===== config.mk =====
export PLATFORM = sky130hd
export DESIGN_NAME = hilo_mdu_ctrl
export DESIGN_NICKNAME = d
export VERILOG_FILES = /design/src/rtl/mdu_pkg.sv /design/src/rtl/mdu_div32.sv /design/src/rtl/hilo_mdu_ctrl.sv
export SDC_FILE = /design/constraint.sdc
export NUM_CORES = 2
export LEC_CHECK = 0
export ABC_CLOCK_PERIOD_IN_PS = 11100
export CAP_MARGIN = 20
export CORE_MARGIN = 8
export CORE_UTILIZATION = 50
export CTS_CLUSTER_DIAMETER = 80
export DETAILED_ROUTE_END_ITERATION = 8
export GPL_TIMING_DRIVEN = 0
export PLACE_DENSITY_LB_ADDON = 0.25
export SLEW_MARGIN = 20
export SYNTH_ARGS = -nofsm -noshare
export SYNTH_HDL_FRONTEND = slang
export SYNTH_SLANG_ARGS = --single-unit

===== constraint.sdc =====
create_clock -name clk -period 11.1 [get_ports clk]
set_input_delay 2.775 -clock clk [delete_from_list [all_inputs] [get_ports clk]]
set_output_delay 2.775 -clock clk [all_outputs]
set_load 0.05 [all_outputs]

===== src/rtl/mdu_pkg.sv =====
// Shared types and constants for the HI/LO multiply/divide controller.
// MDU_MADD_EN adds the MADD/MADDU/MSUB/MSUBU accumulate operations.
package mdu_pkg;

  typedef enum logic [3:0] {
    MDU_NONE  = 4'd0,
    MDU_MULT  = 4'd1,
    MDU_MULTU = 4'd2,
    MDU_DIV   = 4'd3,
    MDU_DIVU  = 4'd4,
    MDU_MTHI  = 4'd5,
    MDU_MTLO  = 4'd6,
    MDU_MADD  = 4'd7,
    MDU_MADDU = 4'd8,
    MDU_MSUB  = 4'd9,
    MDU_MSUBU = 4'd10
  } mdu_op_t;

  typedef enum logic [1:0] {
    IDLE,
    MUL,
    DIV,
    DONE
  } mdu_state_t;

  localparam int unsigned MUL_LAT_DEFAULT   = 4;
  localparam int unsigned DIV_ITERS_DEFAULT = 32;

  function automatic logic is_mul_op(input mdu_op_t op);
    case (op)
      MDU_MULT, MDU_MULTU: return 1'b1;
`ifdef MDU_MADD_EN
      MDU_MADD, MDU_MADDU, MDU_MSUB, MDU_MSUBU: return 1'b1;
`endif
      default: return 1'b0;
    endcase
  endfunction

  function automatic logic is_signed_op(input mdu_op_t op);
    case (op)
      MDU_MULT, MDU_DIV, MDU_MADD, MDU_MSUB: return 1'b1;
      default: return 1'b0;
    endcase
  endfunction

endpackage


===== src/rtl/mdu_div32.sv =====
// Unsigned radix-2 restoring divider; first iteration runs on the start cycle
// so the result is ready after exactly ITERS clock edges.
module mdu_div32 #(
  parameter int unsigned ITERS = 32
) (
  input  logic        clk,
  input  logic        reset,
  input  logic        start_i,
  input  logic        abort_i,
  input  logic [31:0] a_i,
  input  logic [31:0] b_i,
  output logic        busy_o,
  output logic [31:0] quotient_o,
  output logic [31:0] remainder_o
);

  logic [5:0]  cnt_q;
  logic [31:0] rem_q, quo_q, div_q;
  logic [31:0] src_rem, src_quo, src_div, rem_n, quo_n;
  logic [32:0] shifted, diff;

  always_comb begin
    src_rem = start_i ? '0  : rem_q;
    src_quo = start_i ? a_i : quo_q;
    src_div = start_i ? b_i : div_q;
    shifted = {src_rem, src_quo[31]};
    // Partial remainder stays below the divisor, so bit 32 of diff is the borrow.
    diff    = shifted - {1'b0, src_div};
    rem_n   = diff[32] ? shifted[31:0] : diff[31:0];
    quo_n   = {src_quo[30:0], ~diff[32]};
  end

  always_ff @(posedge clk) begin
    if (reset) begin
      cnt_q <= '0;
      rem_q <= '0;
      quo_q <= '0;
      div_q <= '0;
    end else if (abort_i) begin
      cnt_q <= '0;
    end else if (start_i) begin
      rem_q <= rem_n;
      quo_q <= quo_n;
      div_q <= b_i;
      cnt_q <= 6'(ITERS - 1);
    end else if (cnt_q != '0) begin
      rem_q <= rem_n;
      quo_q <= quo_n;
      cnt_q <= cnt_q - 6'd1;
    end
  end

  assign busy_o      = (cnt_q != '0);
  assign quotient_o  = quo_q;
  assign remainder_o = rem_q;

endmodule


===== src/rtl/hilo_mdu_ctrl.sv =====
// Execute-stage HI/LO owner: sequences multiply and divide, stalls the pipe
// until commit. MDU_MADD_EN enables the accumulate ops (MADD/MSUB family).
module hilo_mdu_ctrl
  import mdu_pkg::*;
#(
  parameter int unsigned MUL_LAT   = MUL_LAT_DEFAULT,
  parameter int unsigned DIV_ITERS = DIV_ITERS_DEFAULT
) (
  input  logic        clk,
  input  logic        reset,
  input  logic        valid_i,
  input  mdu_op_t     op_i,
  input  logic [31:0] a_i,
  input  logic [31:0] b_i,
  input  logic        flush_i,
  output logic        stall_o,
  output logic        done_o,
  output logic [31:0] hi_o,
  output logic [31:0] lo_o
);

  mdu_state_t  state_q, state_d;
  mdu_op_t     op_q, op_d;
  logic [31:0] hi_q, hi_d, lo_q, lo_d, a_q, a_d, b_q, b_d;
  logic [3:0]  cnt_q, cnt_d;
  logic        done_q, done_d;
  logic        neg_quo_q, neg_quo_d, neg_rem_q, neg_rem_d;

  logic        div_start, div_abort, div_busy, div_signed;
  logic [31:0] div_quo, div_rem, a_mag, b_mag;
  logic        mul_signed;
  logic [63:0] product, mul_result;

  always_comb begin
    div_signed = (op_i == MDU_DIV);
    a_mag      = (div_signed && a_i[31]) ? (~a_i + 32'd1) : a_i;
    b_mag      = (div_signed && b_i[31]) ? (~b_i + 32'd1) : b_i;
  end

  mdu_div32 #(
    .ITERS(DIV_ITERS)
  ) u_div (
    .clk        (clk),
    .reset      (reset),
    .start_i    (div_start),
    .abort_i    (div_abort),
    .a_i        (a_mag),
    .b_i        (b_mag),
    .busy_o     (div_busy),
    .quotient_o (div_quo),
    .remainder_o(div_rem)
  );

  // Sign-extending to 64 bits makes the truncated product correct for both signednesses.
  always_comb begin
    mul_signed = is_signed_op(op_q);
    product    = {{32{mul_signed & a_q[31]}}, a_q} * {{32{mul_signed & b_q[31]}}, b_q};
`ifdef MDU_MADD_EN
    case (op_q)
      MDU_MADD, MDU_MADDU: mul_result = {hi_q, lo_q} + product;
      MDU_MSUB, MDU_MSUBU: mul_result = {hi_q, lo_q} - product;
      default:             mul_result = product;
    endcase
`else
    mul_result = product;
`endif
  end

  always_comb begin
    state_d   = state_q;
    op_d      = op_q;
    hi_d      = hi_q;
    lo_d      = lo_q;
    a_d       = a_q;
    b_d       = b_q;
    cnt_d     = cnt_q;
    done_d    = 1'b0;
    neg_quo_d = neg_quo_q;
    neg_rem_d = neg_rem_q;
    div_start = 1'b0;
    div_abort = 1'b0;
    stall_o   = 1'b0;
    case (state_q)
      IDLE: begin
        if (valid_i && !flush_i) begin
          if (op_i == MDU_MTHI) begin
            hi_d = a_i;
          end else if (op_i == MDU_MTLO) begin
            lo_d = a_i;
          end else if (is_mul_op(op_i)) begin
            stall_o = 1'b1;
            a_d     = a_i;
            b_d     = b_i;
            op_d    = op_i;
            cnt_d   = '0;
            state_d = MUL;
          end else if (op_i == MDU_DIV || op_i == MDU_DIVU) begin
            stall_o   = 1'b1;
            div_start = 1'b1;
            neg_quo_d = div_signed & (a_i[31] ^ b_i[31]);
            neg_rem_d = div_signed & a_i[31];
            state_d   = DIV;
          end
        end
      end
      MUL: begin
        stall_o = 1'b1;
        if (flush_i) begin
          state_d = IDLE;
        end else if (cnt_q == 4'(MUL_LAT - 1)) begin
          {hi_d, lo_d} = mul_result;
          done_d       = 1'b1;
          state_d      = DONE;
        end else begin
          cnt_d = cnt_q + 4'd1;
        end
      end
      DIV: begin
        stall_o = 1'b1;
        if (flush_i) begin
          div_abort = 1'b1;
          state_d   = IDLE;
        end else if (!div_busy) begin
          lo_d    = neg_quo_q ? (~div_quo + 32'd1) : div_quo;
          hi_d    = neg_rem_q ? (~div_rem + 32'd1) : div_rem;
          done_d  = 1'b1;
          state_d = DONE;
        end
      end
      DONE:    state_d = IDLE;
      default: state_d = IDLE;
    endcase
  end

  always_ff @(posedge clk) begin
    if (reset) begin
      state_q   <= IDLE;
      op_q      <= MDU_NONE;
      hi_q      <= '0;
      lo_q      <= '0;
      a_q       <= '0;
      b_q       <= '0;
      cnt_q     <= '0;
      done_q    <= 1'b0;
      neg_quo_q <= 1'b0;
      neg_rem_q <= 1'b0;
    end else begin
      state_q   <= state_d;
      op_q      <= op_d;
      hi_q      <= hi_d;
      lo_q      <= lo_d;
      a_q       <= a_d;
      b_q       <= b_d;
      cnt_q     <= cnt_d;
      done_q    <= done_d;
      neg_quo_q <= neg_quo_d;
      neg_rem_q <= neg_rem_d;
    end
  end

  assign done_o = done_q;
  assign hi_o   = hi_q;
  assign lo_o   = lo_q;

endmodule

Word-level counts from Yosys, hierarchy flattened:

Index checks and enable logic that the tools add are counted.

* bits in registers: 243
* bits of input ports: 72
* memories kept: 0
* latch bits: 0
* RAM bits: 0
* bits in read-only memories: 0
* word-level logic and storage cells: 157

* reductions and logical operators: 22
* eq/ne operators: 28
* divide/modulo/power cells: 0
* add/sub/neg operators: 7
* order comparisons: 0
* multiplexer cells: 70
* shift-type cells: 0
* bitwise gates (word level): 14
* multipliers: 1

Operators with widths (count)
* 32-bit 2-to-1 mux: 25
* 32-bit one-hot mux with 3 select lines: 2
* 32-bit by 1-bit adder with 32-bit output, second input constant: 4
* 32-bit NOT: 4
* 33-bit by 33-bit multiplier with 64-bit output: 1
* 33-bit by 32-bit subtractor with 33-bit output: 1
* 4-bit 2-to-1 mux: 6
* 1-bit 2-to-1 mux: 22
* 2-bit != test, second input constant: 11
* 2-bit 2-to-1 mux: 9
* 4-bit by 2-bit equality test with 1-bit output, second input constant: 4
* 4-bit by 3-bit equality test with 1-bit output, second input constant: 4
* 7-bit AND reduction: 2
* 6-bit AND reduction: 2
* 5-bit 2-to-1 mux: 2
* 3-bit != test, second input constant: 3
* 4-bit by 1-bit equality test with 1-bit output, second input constant: 2
* 2-bit one-hot mux with 4 select lines: 1
* 4-bit one-hot mux with 2 select lines: 1
* 8-bit AND reduction: 1
* 6-bit nonzero test: 1
* 2-bit OR reduction: 3
* 6-bit by 1-bit subtractor with 6-bit output, second input constant: 1
* 1-bit NOT: 5
* 17 further kinds: 25

Logic depth before layout (Yosys ltp):

* depth after elaboration: 17
* gate-level depth with buffers: 31

Hierarchy:

From an unflattened synthesis, not the netlist that was laid out.

* cell total of the unflattened synthesis: 6218
* area, all modules: 53238.6 µm²

Modules (own cells, without submodules)
* hilo_mdu_ctrl: instances 1, seq. area each 2822.7 µm², cells an instance 5425, area an instance 46723.6 µm²
* mdu_div32: instances 1, seq. area each 2042.0 µm², cells an instance 793, area an instance 6515.0 µm²

Worst setup path after synthesis:

Ideal clock, no wire load.

* path type: flip-flop to flip-flop
* from: register op_q[1]
* to: register hi_q[28] (netlist: hi_o[28])
* stages on the path, launching flop included: 31
* buffers on the path: 2
* path slack: 2.922 ns
* arrival time: 8.086 ns
* clock period less this slack: 8.178 ns
* setup time: 0.092 ns
* required time: 11.008 ns
* cell sequence: dfxtp_1 -> mux2i_1 -> and3_1 -> clkbuf_1 -> nand2_1 -> inv_1 -> fa_1 -> inv_1 -> fa_1 -> inv_1 -> fa_1 -> fa_1 -> inv_1 -> fa_1 -> inv_1 -> fa_1 -> inv_1 -> fa_1 -> fa_1 -> inv_1 -> ha_1 -> clkbuf_1 -> nand3_1 -> nor2_1 -> nand4_1 -> or2_2 -> o22ai_4 -> o311ai_2 -> o21ai_1 -> xnor2_1 -> o32ai_1

* word-level cells in the longest chain between the ends: 8

Ends and longest elaborated chain
* from (decl): RTL line hilo_mdu_ctrl.sv:23 `mdu_op_t op_q, op_d;`
* from (signal assigned): RTL line hilo_mdu_ctrl.sv:149 `op_q <= op_d;`
* 4-bit by 1-bit equality test with 1-bit output, or another cell as far along: RTL line mdu_pkg.sv:40 `case (op)`
* 4-bit OR reduction (*): RTL line mdu_pkg.sv:40
* 1-bit 2-to-1 mux (*): RTL line mdu_pkg.sv:40
* 1-bit bitwise AND: RTL line hilo_mdu_ctrl.sv:57 `product = {{32{mul_signed & a_q[31]}}, a_q} * {{32{mul_signed & b_q[31]}}, b_q};`
* 33-bit by 33-bit multiplier with 64-bit output (*): RTL line hilo_mdu_ctrl.sv:57
* 32-bit 2-to-1 mux (*): RTL line hilo_mdu_ctrl.sv:110 `end else if (cnt_q == 4'(MUL_LAT - 1)) begin`
* 32-bit 2-to-1 mux (*): RTL line hilo_mdu_ctrl.sv:108 `if (flush_i) begin`
* 32-bit one-hot mux with 3 select lines (*): RTL line hilo_mdu_ctrl.sv:83 `case (state_q)`
* to (signal assigned): RTL line hilo_mdu_ctrl.sv:150 `hi_q <= hi_d;`
* to (decl): RTL line hilo_mdu_ctrl.sv:24 `logic [31:0] hi_q, hi_d, lo_q, lo_d, a_q, a_d, b_q, b_d;`

Mark *: on every way between the ends. The rest lies on a longest branch, timed or not. The select of a mux whose other input is x is not followed.
A chain may end at the register's enable or synchronous reset.

Worst setup path after layout:

* from: register a_q[31]
* to: register hi_q[22] (netlist: hi_o[22])

* word-level cells in the longest chain between the ends: 5

Ends and longest elaborated chain
* from (decl): RTL line hilo_mdu_ctrl.sv:24
* from (signal assigned): RTL line hilo_mdu_ctrl.sv:141 `a_q <= '0;`
* from (signal assigned): RTL line hilo_mdu_ctrl.sv:152 `a_q <= a_d;`
* 1-bit bitwise AND: RTL line hilo_mdu_ctrl.sv:57
* 33-bit by 33-bit multiplier with 64-bit output (*): RTL line hilo_mdu_ctrl.sv:57
* 32-bit 2-to-1 mux (*): RTL line hilo_mdu_ctrl.sv:110
* 32-bit 2-to-1 mux (*): RTL line hilo_mdu_ctrl.sv:108
* 32-bit one-hot mux with 3 select lines (*): RTL line hilo_mdu_ctrl.sv:83

Marked as above.

==> out/qor.yml <==
critical_path:
  endpoint_kind: "flip-flop"
  r2r_setup_slack_ns: 0.23
  r2r_end: "hi_o[22]"
  r2r-start: "a_q[31]"
  worstPathRequired_ns: 11.51
  reg2reg_depth: 27
  arrival_ns: 11.29
  startpoint_type: "flip-flop"
  path_class: "reg -> reg"
  cp_max_fo: 10
placed_design:
  post-dp-hpwl_um: 173000
  numPortBuffers: 133
  gp_congestion: 1.05
sta:
  fmax_ghz: 0.0920
  fin_hold_ws_ns: 0.463
  period_share: 0.980
  finalHoldViolations: 0
  slew_headroom: 0.161
  skew_ns: 0.0321
  tns_ns: 0
  setup-violations-final: 0
  drv_slew: 0
  rsz0062_at_grt: "false"
  fin_crit_ns: 10.87
  worst_slew_pin_slew_ns: 1.26
routing:
  num_vias: 45500
  avgRoutedWirePerCell_um: 26.6
  drt_iter0_drc: 5013
  drc: 0
  viasPerCell: 5.82
  drt-total-wl_um: 208000
  antenna_left: 0
  first_pass_iters: 8
clock_network:
  cts-hold-fix-buffers: 0
  htree_num_levels: 1
  clk_pin_slew_ns: 0.07
  clockRootBuffer: "clkbuf_16"
  cts-buffers-inserted: 26
  postCtsSetupRepairBufs: 0
  clock_sinks: 243
  cts_buffer_depth: 3
  tritoncts: "built"
  clk_latency_ns: 0.59
final_layout:
  drive_above_1_share: 0.0216
  synthToLayoutAreaGrowth_pct: 7.64
  fillers: 10100
  num-nets-final: 7834
power_and_ir_drop:
  power_density_nw_per_um2: 99.7
  power_frac_comb: 0.615
  peakVddDrop_v: 0.000168
  swShare: 0.539
  p_int_mw: 2.62
  power_mw: 5.67
  leakagePower_nw: 24.0
  clockPowerShare: 0.163
  pwr-share-seq: 0.222
  p_sw_mw: 3.05
yosys:
  synth_top_area_cell: "fa_1"
  synth_flop_cell: "dfxtp_1"
  synth-edff-count: 0
  syn-cell-area_um2: 52800
  yosysTopAreaCellShare: 0.427
  yosys_warnings: 0
  syn-num-nets: 7673
  syn_avg_cell_area_um2: 8.49
  synthCells: 6221
  synth-seq-area-share: 0.0921
  synth_cell_type_count: 91
  synth-seq-cells: 243
  synth_area_leaders: "fa_1 43%, dfxtp_1 9.2%, inv_1 8.4%"
  synthArstFlopShare: 0
floorplanning:
  rows: 119
  die_width_um: 341
  initial_core_util: 0.503
  dieArea_um2: 116000
  core_um2: 105000
  ios: 138
  die_height_um: 341
grt:
  grt_max_degree: 25
  overflow: 0
  grt_pass1_wl_um: 305000
  gr-usage-all-layers: 0.354
  antenna_found_initial: 16
  grt_pass1_vias: 46200
hold_path:
  hold_end: "hi_o[11]"
  hold_depth: 2
  hp-class: "reg -> reg"
  worstHoldStart: "hi_o[11]"
run:
  cap_violations: 0
status:
  status: "finished clean"
repair_timing:
action / 4_1_cts / 5_1_grt
endpoints found under the hold margin: 0 / 0
endpoints found under the setup margin: 0 / 8
gates resized for setup: 0 / 3
cell type report:
| cell class | count | area [um^2] | share of cell area |
|---|---|---|---|
| Antenna cell | 23 | 57.6 | 0.00101 |
| Inverter | 1190 | 4470 | 0.0786 |
| Multi-Input combinational cell | 4408 | 42000 | 0.740 |
| Timing Repair Buffer | 133 | 1330 | 0.0234 |
| Sequential cell | 243 | 4870 | 0.0856 |
| Clock buffer | 34 | 711 | 0.0125 |
| Buffer | 380 | 1470 | 0.0259 |
| Clock inverter | 13 | 160 | 0.00282 |
| Tap cell | 1391 | 1740 | 0.0306 |
worst max-delay path by stage:
| stage | startpoint | to | slack, ns | cells after the start |
|---|---|---|---|---|
| after floorplan | op_q[1] | hi_o[28] | 2.92 | 30 |
| after global placement | a_q[31] | hi_o[28] | 0.18 | 30 |
| after detailed placement | a_q[31] | hi_o[28] | 0.18 | 30 |
| after global routing | a_q[31] | hi_o[28] | 0.04 | 29 |
| after CTS | a_q[31] | hi_o[20] | 0.13 | 29 |
| final | a_q[31] | hi_o[22] | 0.23 | 27 |
cell usage in the layout, fill, tap and decap left out, drive strengths merged, types with 47 or more instances in the layout:
cell type / count
a21oi: 319
and2: 340
clkdlybuf4s50: 133
fa: 1126
xor2: 73
ha: 254
a211oi: 64
a21o: 47
nor2: 344
nand2: 1061
xnor2: 144
inv: 1189
clkbuf: 389
nor3: 57
o21ai: 112
dfxtp: 243
stage by stage:
stage                util  area, um^2  setup slack (ns)  instances
floorplan               -       52800              2.92       6221
global placement    0.532       55900             0.184       7745
detailed placement  0.533       55900             0.185       7745
CTS                 0.541       56800             0.126       7792
global route        0.541       56800            0.0445       7798
finish              0.542       56800             0.226       7815
power groups by stage:
stage | Sequential, mW | Combinational [mW] | Clock, mW
finish | 1.26 | 3.49 | 0.923
global route | 1.27 | 3.65 | 0.957
CTS | 1.25 | 3.38 | 0.921
detailed placement | 1.26 | 3.36 | 0
global placement | 1.26 | 3.35 | 0
floorplan | 1.45 | 1.91 | 0
flip-flops by register name, summed over array words and instances (netlist names):
name,count
a_q,32
b_q,32
cnt_q,4
done_o,1
hi_o,32
lo_o,32
neg_quo_q,1
neg_rem_q,1
op_q,4
state_q,2
u_div.cnt_q,6
u_div.div_q,32
u_div.quotient_o,32
u_div.remainder_o,32
critical path, stage by stage, from the launching register on:
cell       delay [ns]
dfxtp_1          0.31
clkbuf_1         0.52
and3_1           0.31
clkbuf_1         0.86
and2_1           0.30
fa_1             0.53
inv_1            0.19
fa_1             0.43
inv_1            0.09
fa_1             0.51
fa_1             0.56
inv_1            0.05
fa_1             0.48
fa_1             0.52
fa_1             0.55
fa_1             0.51
inv_1            0.04
ha_1             0.26
clkbuf_1         0.21
a21oi_1          0.27
o21ai_0          0.24
a211oi_1         0.84
o2111ai_1        0.56
nand2_1          0.45
o311ai_2         0.25
xor2_1           0.25
a221oi_1         0.49
o41ai_2          0.12
logic make-up after synthesis:
logic type      Yosys count  share of synthesized area
simple gates           2002                      0.172
buf+inv                1570                      0.112
fa+ha+maj              1380                      0.487
compound gates          796                     0.0987
flops                   243                     0.0921
xor+xnor                217                     0.0360
mux                      13                    0.00253
synthesized netlist by cell type (all sizes together) (5+ instances only):
master   count
a31oi       25
xor2        73
dfxtp      243
nand3b       9
o21ai      112
inv       1188
nand2     1061
o31ai       38
clkbuf     355
buf         25
o21bai      16
a21boi       6
or2         16
a2111oi     11
a211oi      64
a311oi      15
or3         22
o32ai        8
xnor2      144
a2bb2oi      5
o41ai       21
mux2i       10
nor2b        6
and3        12
a21oi      319
o221ai      12
nand3       41
fa        1126
or4         14
nor4        16
a21o        47
a221oi      26
a22oi        7
nor3b        9
o21a        14
nor3        57
ha         254
o211ai      15
nand2b      12
nor2       344
and2       340
nand4       34
routing by layer:
| metal | part of all wire | wire (um) | vias up | track usage |
|---|---|---|---|---|
| met5 | 0.0010 | 208 | - | 0.00916 |
| met2 | 0.44 | 90600 | 2416 | 0.538 |
| met4 | 0.071 | 14800 | 14 | 0.199 |
| li1 | - | - | 19400 | - |
| met3 | 0.099 | 20600 | 652 | 0.0835 |
| met1 | 0.39 | 81400 | 23100 | 0.465 |
(Power assumes the default switching activity.)
